### config.mk
export PLATFORM = sky130hd
export DESIGN_NAME = rj_load_ctrl
export DESIGN_NICKNAME = d
export VERILOG_FILES = /design/src/rtl/rj_load_ctrl_pkg.sv /design/src/rtl/rj_serial_shifter.sv /design/src/rtl/rj_load_ctrl.sv
export SDC_FILE = /design/constraint.sdc
export NUM_CORES = 1
export LEC_CHECK = 0
export ABC_CLOCK_PERIOD_IN_PS = 4200
export BUFFER_PORTS_ARGS = -buffer_cell sky130_fd_sc_hd__buf_4
export CAP_MARGIN = 25
export CORE_MARGIN = 2
export CORE_UTILIZATION = 60
export CTS_CLUSTER_SIZE = 8
export DETAILED_ROUTE_END_ITERATION = 16
export PLACE_DENSITY = 0.84
export SLEW_MARGIN = 15
export SYNTH_ARGS = -nofsm -noshare
export SYNTH_HDL_FRONTEND = slang
export SYNTH_HIERARCHICAL = 1
export SYNTH_SLANG_ARGS = --single-unit
### constraint.sdc
create_clock -name Sclk -period 4.2 [get_ports Sclk]
set_clock_uncertainty 0.2 [all_clocks]
set_input_delay 0.63 -clock Sclk [delete_from_list [all_inputs] [get_ports Sclk]]
set_output_delay 0.63 -clock Sclk [all_outputs]
set_load 0.01 [all_outputs]
### src/rtl/rj_load_ctrl_pkg.sv
// rtl/rj_load_ctrl_pkg.sv - shared state encoding and default geometry for the Rj coefficient loader
package rj_load_ctrl_pkg;

   localparam int RJ_DATA_W  = 16;
   localparam int RJ_ADDR_W  = 4;
   localparam int RJ_N_WORDS = 16;

   typedef enum logic [1:0] {
      ST_IDLE  = 2'd0,
      ST_LOAD  = 2'd1,
      ST_READY = 2'd2
   } rj_state_e;

endpackage

### src/rtl/rj_serial_shifter.sv
// rtl/rj_serial_shifter.sv - MSB-first framed serial deserializer with mid-word frame error detection
module rj_serial_shifter
   import rj_load_ctrl_pkg::*;
#(
   parameter int DATA_W = RJ_DATA_W
) (
   input  logic              clk_i,
   input  logic              rst_ni,
   input  logic              enable_i,
   input  logic              restart_i,
   input  logic              frame_i,
   input  logic              bit_i,
   output logic [DATA_W-1:0] word_o,
   output logic              word_done_o,
   output logic              frame_err_o
);

   localparam int CNT_W = $clog2(DATA_W + 1);

   // Only the first DATA_W-1 bits are stored; the final bit joins straight from the input.
   logic [DATA_W-2:0] shift_q, shift_d;
   logic [CNT_W-1:0]  cnt_q, cnt_d;
   logic              err_q, err_d;

   assign word_o      = {shift_q, bit_i};
   assign frame_err_o = err_q;

   always_comb begin
      shift_d     = shift_q;
      cnt_d       = cnt_q;
      err_d       = err_q;
      word_done_o = 1'b0;
      if (restart_i) begin
         shift_d = '0;
         cnt_d   = '0;
         err_d   = 1'b0;
      end else if (!enable_i) begin
         cnt_d = '0;
      end else if (frame_i) begin
         if (cnt_q != '0) err_d = 1'b1;
         shift_d = {shift_q[DATA_W-3:0], bit_i};
         cnt_d   = CNT_W'(1);
      end else if (cnt_q != '0) begin
         shift_d = {shift_q[DATA_W-3:0], bit_i};
         if (cnt_q == CNT_W'(DATA_W - 1)) begin
            word_done_o = 1'b1;
            cnt_d       = '0;
         end else begin
            cnt_d = cnt_q + CNT_W'(1);
         end
      end
   end

   always_ff @(posedge clk_i) begin
      if (!rst_ni) begin
         shift_q <= '0;
         cnt_q   <= '0;
         err_q   <= 1'b0;
      end else begin
         shift_q <= shift_d;
         cnt_q   <= cnt_d;
         err_q   <= err_d;
      end
   end

endmodule

### src/rtl/rj_load_ctrl.sv
// rtl/rj_load_ctrl.sv - load/ready sequencer owning the R_MEM write pins and the datapath read handshake
module rj_load_ctrl
   import rj_load_ctrl_pkg::*;
#(
   parameter int DATA_W  = RJ_DATA_W,
   parameter int ADDR_W  = RJ_ADDR_W,
   parameter int N_WORDS = RJ_N_WORDS
) (
   input  logic              Sclk,
   input  logic              Reset_n,
   input  logic              Frame,
   input  logic              InputL,
   input  logic              load_start,
   input  logic              rd_req,
   input  logic [ADDR_W-1:0] rd_addr,
   output logic              write_enable,
   output logic              mem_frame,
   output logic [ADDR_W-1:0] Write_Address,
   output logic [DATA_W-1:0] data_in,
   output logic              read_enable,
   output logic [ADDR_W-1:0] Read_Address,
   output logic              rd_ack,
   output logic              rj_ready,
   output logic              busy,
   output logic              frame_err
);

   rj_state_e         state_q, state_d;
   logic [ADDR_W-1:0] cnt_q, cnt_d;
   logic [ADDR_W-1:0] wa_q, wa_d;
   logic [ADDR_W-1:0] ra_q, ra_d;
   logic [DATA_W-1:0] din_q, din_d;
   logic              we_q, we_d;
   logic              re_q, re_d;
   logic [DATA_W-1:0] word;
   logic              word_done;
   logic              last_word;

   rj_serial_shifter #(
      .DATA_W(DATA_W)
   ) u_shifter (
      .clk_i      (Sclk),
      .rst_ni     (Reset_n),
      .enable_i   (state_q == ST_LOAD),
      .restart_i  (load_start),
      .frame_i    (Frame),
      .bit_i      (InputL),
      .word_o     (word),
      .word_done_o(word_done),
      .frame_err_o(frame_err)
   );

   assign last_word = (cnt_q == ADDR_W'(N_WORDS - 1));

   always_comb begin
      state_d = state_q;
      cnt_d   = cnt_q;
      we_d    = word_done;
      wa_d    = wa_q;
      din_d   = din_q;
      re_d    = 1'b0;
      ra_d    = ra_q;
      case (state_q)
         ST_IDLE:  if (load_start) state_d = ST_LOAD;
         ST_LOAD:  if (!load_start && we_q && last_word) state_d = ST_READY;
         ST_READY: begin
            if (load_start) begin
               state_d = ST_LOAD;
            end else if (rd_req) begin
               re_d = 1'b1;
               ra_d = rd_addr;
            end
         end
         default:  state_d = ST_IDLE;
      endcase
      // Word count advances at the end of the write cycle, so the address is captured before it moves.
      if (load_start) cnt_d = '0;
      else if (we_q)  cnt_d = last_word ? '0 : cnt_q + ADDR_W'(1);
      if (word_done) begin
         wa_d  = cnt_q;
         din_d = word;
      end
   end

   always_ff @(posedge Sclk) begin
      if (!Reset_n) begin
         state_q <= ST_IDLE;
         cnt_q   <= '0;
         we_q    <= 1'b0;
         wa_q    <= '0;
         din_q   <= '0;
         re_q    <= 1'b0;
         ra_q    <= '0;
      end else begin
         state_q <= state_d;
         cnt_q   <= cnt_d;
         we_q    <= we_d;
         wa_q    <= wa_d;
         din_q   <= din_d;
         re_q    <= re_d;
         ra_q    <= ra_d;
      end
   end

   assign write_enable  = we_q;
   assign mem_frame     = we_q;
   assign Write_Address = wa_q;
   assign data_in       = din_q;
   assign read_enable   = re_q;
   assign Read_Address  = ra_q;
   assign rd_ack        = re_q;
   assign rj_ready      = (state_q == ST_READY);
   assign busy          = (state_q == ST_LOAD);

endmodule
* Word level (Yosys, flattened, before mapping) *
Index checks and enable logic that the tools add are counted.

storage, ports and cells
  bits in registers = 53
  output and inout port bits = 31
  logic and storage cells = 53

cells by class
  add/subtract/negate cells = 2
  equality and inequality tests = 6
  muxes and demuxes = 15
  bitwise gates (word level) = 4
  reductions and logical operators = 15

operators with widths
  cell                                                                      number
  15-bit two-way mux                                                        2
  1-bit two-way mux                                                         8
  3-bit AND reduction                                                       2
  3-bit OR reduction                                                        2
  5-bit by 1-bit adder with 5-bit output (second input constant)            1
  5-bit by 4-bit == test with 1-bit output (second input constant)          1
  5-bit two-way mux                                                         1
  5-bit nonzero test                                                        1
  4-bit by 1-bit adder with 4-bit output (second input constant)            1
  4-bit == test (second input constant)                                     1
  2-bit two-way mux                                                         2
  4-bit two-way mux                                                         1
  1-bit inverter                                                            4
  2-bit case mux with 2 select lines                                        1
  2-bit AND reduction                                                       2
  2-bit OR reduction                                                        2
  4-bit OR reduction                                                        1
  2-bit by 1-bit == test with 1-bit output (second input constant)          1
  2-bit == test (second input constant)                                     1
  1-bit logical AND                                                         2
  2-bit zero test                                                           1
  2-bit by 1-bit inequality test with 1-bit output (second input constant)  1
  2-bit inequality test (second input constant)                             1
  2-bit nonzero test                                                        1
  1-bit zero test                                                           1

* Logic depth before layout (Yosys ltp) *
  depth after elaboration = 6
  mapped depth = 10
  mapped depth without buffers = 7

* Cells and area by module *
The synthesis kept the hierarchy.

modules (own cells, without submodules)
  module             times used  cells each  area an instance (µm²)
  rj_serial_shifter  1           146         1327.5
  rj_load_ctrl       1           114         1244.9

* Worst setup path after synthesis *
No wires, ideal clock.

  path type = register -> register
  start = register state_q[0]
  end = register din_q[10], in the netlist data_in[10]
  library setup time = 116 ps
  data arrival time = 2116 ps
  required time = 3884 ps
  slack = 1768 ps
  stages on the path, launching flop included = 10
  period minus slack after synthesis = 2432 ps
  cell sequence = dfxtp_1 -> nor2b_1 -> buf_1 -> buf_2 -> nand2_1 -> nor4_1 -> clkbuf_1 -> buf_4 -> mux2i_1 -> nor2b_1

on the way
  longest elaborated chain between the ends = 3

RTL lines
  item                                      RTL line                 text
  start: declaration                        rj_load_ctrl.sv:28       rj_state_e state_q, state_d;
  start signal: assignment                  rj_load_ctrl.sv:95       state_q <= state_d;
  2-bit by 1-bit == test with 1-bit output  n/a
  named net busy                            rj_load_ctrl.sv:24       output logic busy,
  1-bit two-way mux                         rj_serial_shifter.sv:37  end else if (!enable_i) begin
  1-bit two-way mux                         rj_serial_shifter.sv:33  if (restart_i) begin
  named net we_d                            rj_load_ctrl.sv:33       logic we_q, we_d;
  end signal: assignment                    rj_load_ctrl.sv:99       din_q <= din_d;
  end: declaration                          rj_load_ctrl.sv:32       logic [DATA_W-1:0] din_q, din_d;

The timed path passes the listed nets, and every way through them passes these cells.
A chain may end at the register's enable or synchronous reset.

* Worst setup path after layout *
  start = register u_shifter.cnt_q[0]
  end = register wa_q[3], in the netlist Write_Address[3]

on the way
  longest elaborated chain between the ends = 6

RTL lines
  item                                      RTL line                 text
  start: declaration                        rj_serial_shifter.sv:22  logic [CNT_W-1:0] cnt_q, cnt_d;
  start signal: assignment                  rj_serial_shifter.sv:61  cnt_q <= cnt_d;
  5-bit by 4-bit == test with 1-bit output  rj_serial_shifter.sv:45  if (cnt_q == CNT_W'(DATA_W - 1)) begin
  1-bit two-way mux                         rj_serial_shifter.sv:45
  1-bit two-way mux (*)                     rj_serial_shifter.sv:43  end else if (cnt_q != '0) begin
  1-bit two-way mux (*)                     rj_serial_shifter.sv:39  end else if (frame_i) begin
  1-bit two-way mux (*)                     rj_serial_shifter.sv:37
  1-bit two-way mux (*)                     rj_serial_shifter.sv:33
  named net we_d                            rj_load_ctrl.sv:33
  end signal: assignment                    rj_load_ctrl.sv:98       wa_q <= wa_d;
  end: declaration                          rj_load_ctrl.sv:30       logic [ADDR_W-1:0] wa_q, wa_d;

Mark *: on every way through the listed nets, which the timed path passes. The rest lies on a longest branch.

==> flow_summary_export.csv <==
group,metric,value,unit
critical_path,critical_path_required,4.20,ns
outcome,run_status,"finished, final reports clean",
final_layout,syn_to_final_growth,13.7,%
routing,wirelength,5040,um
critical_path,arrival,2.37,ns
critical_path,critPathCapture,"Write_Address[3]",
global_routing,grt.total_usage,21.5,%
critical_path,worstSetupStartpointType,"flip-flop",
yosys,post_synth_instance_area,0.00257,sq mm
yosys,async_reset_ff_share,0,%
routing,via_per_inst,6.17,
final_layout,drive_gt1_share,20.8,%
global_routing,antenna_found_initial,0,
sta,final.setup.tns,0,ns
yosys,avgSynthCellArea,9.89,sq um
sta,drv_slew,0,
global_routing,largest_net_degree_at_the_start_of_global_routing,51,
cts,cts_resized,0,
critical_path,ff2ff_setup_slack,1.83,ns
power_and_ir_drop,clock_power_share,38.3,%
floorplan,floorplan.initialDensity,63.4,%
global_routing,grt_pass1_vias,1776,
cts,holdBufCountCts,0,
yosys,synth_seq_cells,53,
power_and_ir_drop,p_sw_share,22.5,%
cts,cts.root.buffer_cell,"sky130_fd_sc_hd__clkbuf_8",
final_layout,final_cell_mix,"53 x sky130_fd_sc_hd__dfxtp_1, 44 x sky130_fd_sc_hd__buf_4, 25 x sky130_fd_sc_hd__mux2i_1, 25 x sky130_fd_sc_hd__nor2b_1, 18 x sky130_fd_sc_hd__nand3_1",
routing,detailedRoute.firstPassIterationCount,4,
routing,routed-via-count,2055,
power_and_ir_drop,power_frac_seq,55.7,%
yosys,synth.lib_cells_used.distinct,36,
routing,routedWlPerCell,15.1,um
sta,rsz0062_at_grt,"false",
yosys,synth_cells,260,
placed_design,gp_routability_congestion,0.771,
sta,timing.hold.ws,0.304,ns
power_and_ir_drop,vdd.ir_drop.worst,221,uV
sta,achievable-frequency,422,MHz
cts,cts_tree,"yes",
final_layout,post-route-cell-area,0.00292,sq mm
final_layout,nets,295,
placed_design,placed_cells,325,
yosys,synth-edff-count,0,
critical_path,worst_setup_path_startpoint,"u_shifter/cnt_q[0]",
sta,slew-limit-headroom,35.5,%
critical_path,crit_type,"flip-flop to flip-flop",
placed_design,placed_area,0.00281,sq mm
floorplan,fp-row-count,23,
hold_path,hold_path.class,"flip-flop to flip-flop",
final_layout,insertedDiodeCount,0,
yosys,synthesis.nets,273,
power_and_ir_drop,power_switching,203,uW
global_routing,globalRoute.totalOverflow,0,
final_layout,final-instance-count-excl-fill,333,
power_and_ir_drop,p_leak,1.05,nW
yosys,synth_seq_area_share,41.2,%
critical_path,r2r-end,"Write_Address[3]",
cts,postCtsSetupBuffers,0,
critical_path,category_of_the_worst_setup_path_capture_point,"flip-flop",
final_layout,utilization,72.1,%
cts,clk-insertion-delay-late,0.30,ns
cts,tritoncts_buffers,5,
sta,final_hold_viol_count,0,
routing,ant_nets,0,
final_layout,mostFrequentLayoutCell,"sky130_fd_sc_hd__dfxtp_1",
routing,detail_route.iter0.violations,132,
routing,number_of_remaining_drc_errors,0,
yosys,top_flip_flop_cell_by_instance_count_after_synthesis,"sky130_fd_sc_hd__dfxtp_1",
power_and_ir_drop,power_frac_comb,6.0,%
floorplan,dieArea,0.00483,sq mm
yosys,ys.warnings.count,6,
cts,cts_sinks,53,
cts,max-clock-path-buffers,2,
global_routing,first_pass_grt_wire_length,8540,um
cts,cts.reportedPaths.clkPinSlew,0.10,ns
floorplan,io-pin-count,41,
floorplan,die_h,69.5,um
power_and_ir_drop,powerDensity,310,mW/mm^2
floorplan,core_region_area,0.00406,sq mm
placed_design,dpl.hpwl,3150,um
floorplan,fp.dieW,69.5,um
job,maxCapViolCount,0,
placed_design,portBuffers,40,
sta,report.final.setup_viol,0,
critical_path,critical_path.max_fanout,19,
sta,finalCritPeriodShare,56.5,%
sta,tightestPinTransition,0.964,ns
power_and_ir_drop,intPower,702,uW
critical_path,ff2ff_path_depth,8,
critical_path,crit-reg2reg-launch,"u_shifter/cnt_q[0]",
cts,htreeDepth,2,
sta,layout_min_cycle_time,2.37,ns
-- Yosys cell counts, types with 3 or more instances --
| cell type | instances | area [sq um] |
|---|---|---|
| sky130_fd_sc_hd__a21oi_1 | 4 | 20.0 |
| sky130_fd_sc_hd__a41oi_1 | 15 | 131 |
| sky130_fd_sc_hd__buf_2 | 6 | 30.0 |
| sky130_fd_sc_hd__buf_4 | 6 | 45.0 |
| sky130_fd_sc_hd__clkbuf_1 | 13 | 48.8 |
| sky130_fd_sc_hd__dfxtp_1 | 53 | 1060 |
| sky130_fd_sc_hd__ha_1 | 3 | 37.5 |
| sky130_fd_sc_hd__inv_1 | 3 | 11.3 |
| sky130_fd_sc_hd__mux2i_1 | 25 | 250 |
| sky130_fd_sc_hd__nand2_1 | 6 | 22.5 |
| sky130_fd_sc_hd__nand3_1 | 18 | 90.1 |
| sky130_fd_sc_hd__nand4_1 | 17 | 106 |
| sky130_fd_sc_hd__nand4b_1 | 16 | 140 |
| sky130_fd_sc_hd__nor2_1 | 8 | 30.0 |
| sky130_fd_sc_hd__nor2b_1 | 27 | 169 |
| sky130_fd_sc_hd__nor4bb_1 | 15 | 150 |
-- registers in the layout (all words and copies together) (netlist names) --
name / flops
state_q: 2
mem_frame: 1
Read_Address: 4
rd_ack: 1
data_in: 16
Write_Address: 4
u_shifter/frame_err_o: 1
u_shifter/shift_q: 15
u_shifter/cnt_q: 5
cnt_q: 4
-- critical path: stages (launching register included) --
cell and delay, ns:
sky130_fd_sc_hd__dfxtp_1 0.39, sky130_fd_sc_hd__inv_1 0.10, sky130_fd_sc_hd__ha_1 0.22, sky130_fd_sc_hd__or4b_4 0.35, sky130_fd_sc_hd__nand2_1 0.14, sky130_fd_sc_hd__nor4_2 0.27
sky130_fd_sc_hd__buf_4 0.30, sky130_fd_sc_hd__mux2i_1 0.23, sky130_fd_sc_hd__nor2b_1 0.06
-- cell type report --
cell class              count  area [sq um]
clock buffers               5          68.8
clock inverters             3          43.8
fillers                   290          1130
inverters                   3          11.3
multi-input cells         175          1350
flip-flops and latches     53          1060
well taps                  50          62.6
repair buffers             44           330
-- cells by family after synthesis --
| logic type | Yosys count | share of synthesized area (%) |
|---|---|---|
| compound gates | 23 | 7.10 |
| xor+xnor | 4 | 1.36 |
| fa+ha+maj | 3 | 1.46 |
| buf+inv | 32 | 6.86 |
| flops | 53 | 41.2 |
| mux | 26 | 10.2 |
| simple gates | 119 | 31.8 |
-- through the flow --
step	worst slack (ns)	power, mW
after floorplan	1.77	0.555
after global placement	1.61	0.569
after detailed placement	1.55	0.570
after CTS	1.83	0.914
after global routing	1.68	0.940
final	1.83	0.905
-- routing by layer --
layer	GRT usage (%)	up-vias	part of all wire, %
met5	0	-	0
met4	6.97	0	1.2
met3	4.80	4	4.1
met2	34.3	45	48
met1	29.0	990	47
li1	-	1016	-
-- power by group through the flow --
stage | Combinational (mW) | Sequential, mW | Clock [mW]
floorplan | 0.0395 | 0.516 | 0
global placement | 0.0526 | 0.516 | 0
detailed placement | 0.0537 | 0.516 | 0
CTS | 0.0537 | 0.505 | 0.355
global route | 0.0593 | 0.505 | 0.375
finish | 0.0542 | 0.505 | 0.346
-- worst min-delay path by stage --
| stage | start | to | slack, ns | depth (start not counted) |
|---|---|---|---|---|
| after floorplan | u_shifter/cnt_q[1] | u_shifter/cnt_q[1] | 0.26 | 2 |
| after CTS | u_shifter/cnt_q[1] | u_shifter/cnt_q[1] | 0.31 | 2 |
| final | u_shifter/cnt_q[1] | u_shifter/cnt_q[1] | 0.30 | 2 |
| after global placement | u_shifter/cnt_q[1] | u_shifter/cnt_q[1] | 0.28 | 2 |
| after detailed placement | u_shifter/frame_err_o | u_shifter/frame_err_o | 0.29 | 2 |
| after global routing | u_shifter/shift_q[6] | u_shifter/shift_q[7] | 0.33 | 2 |
Note: power is estimated with default switching activity, not from simulation.
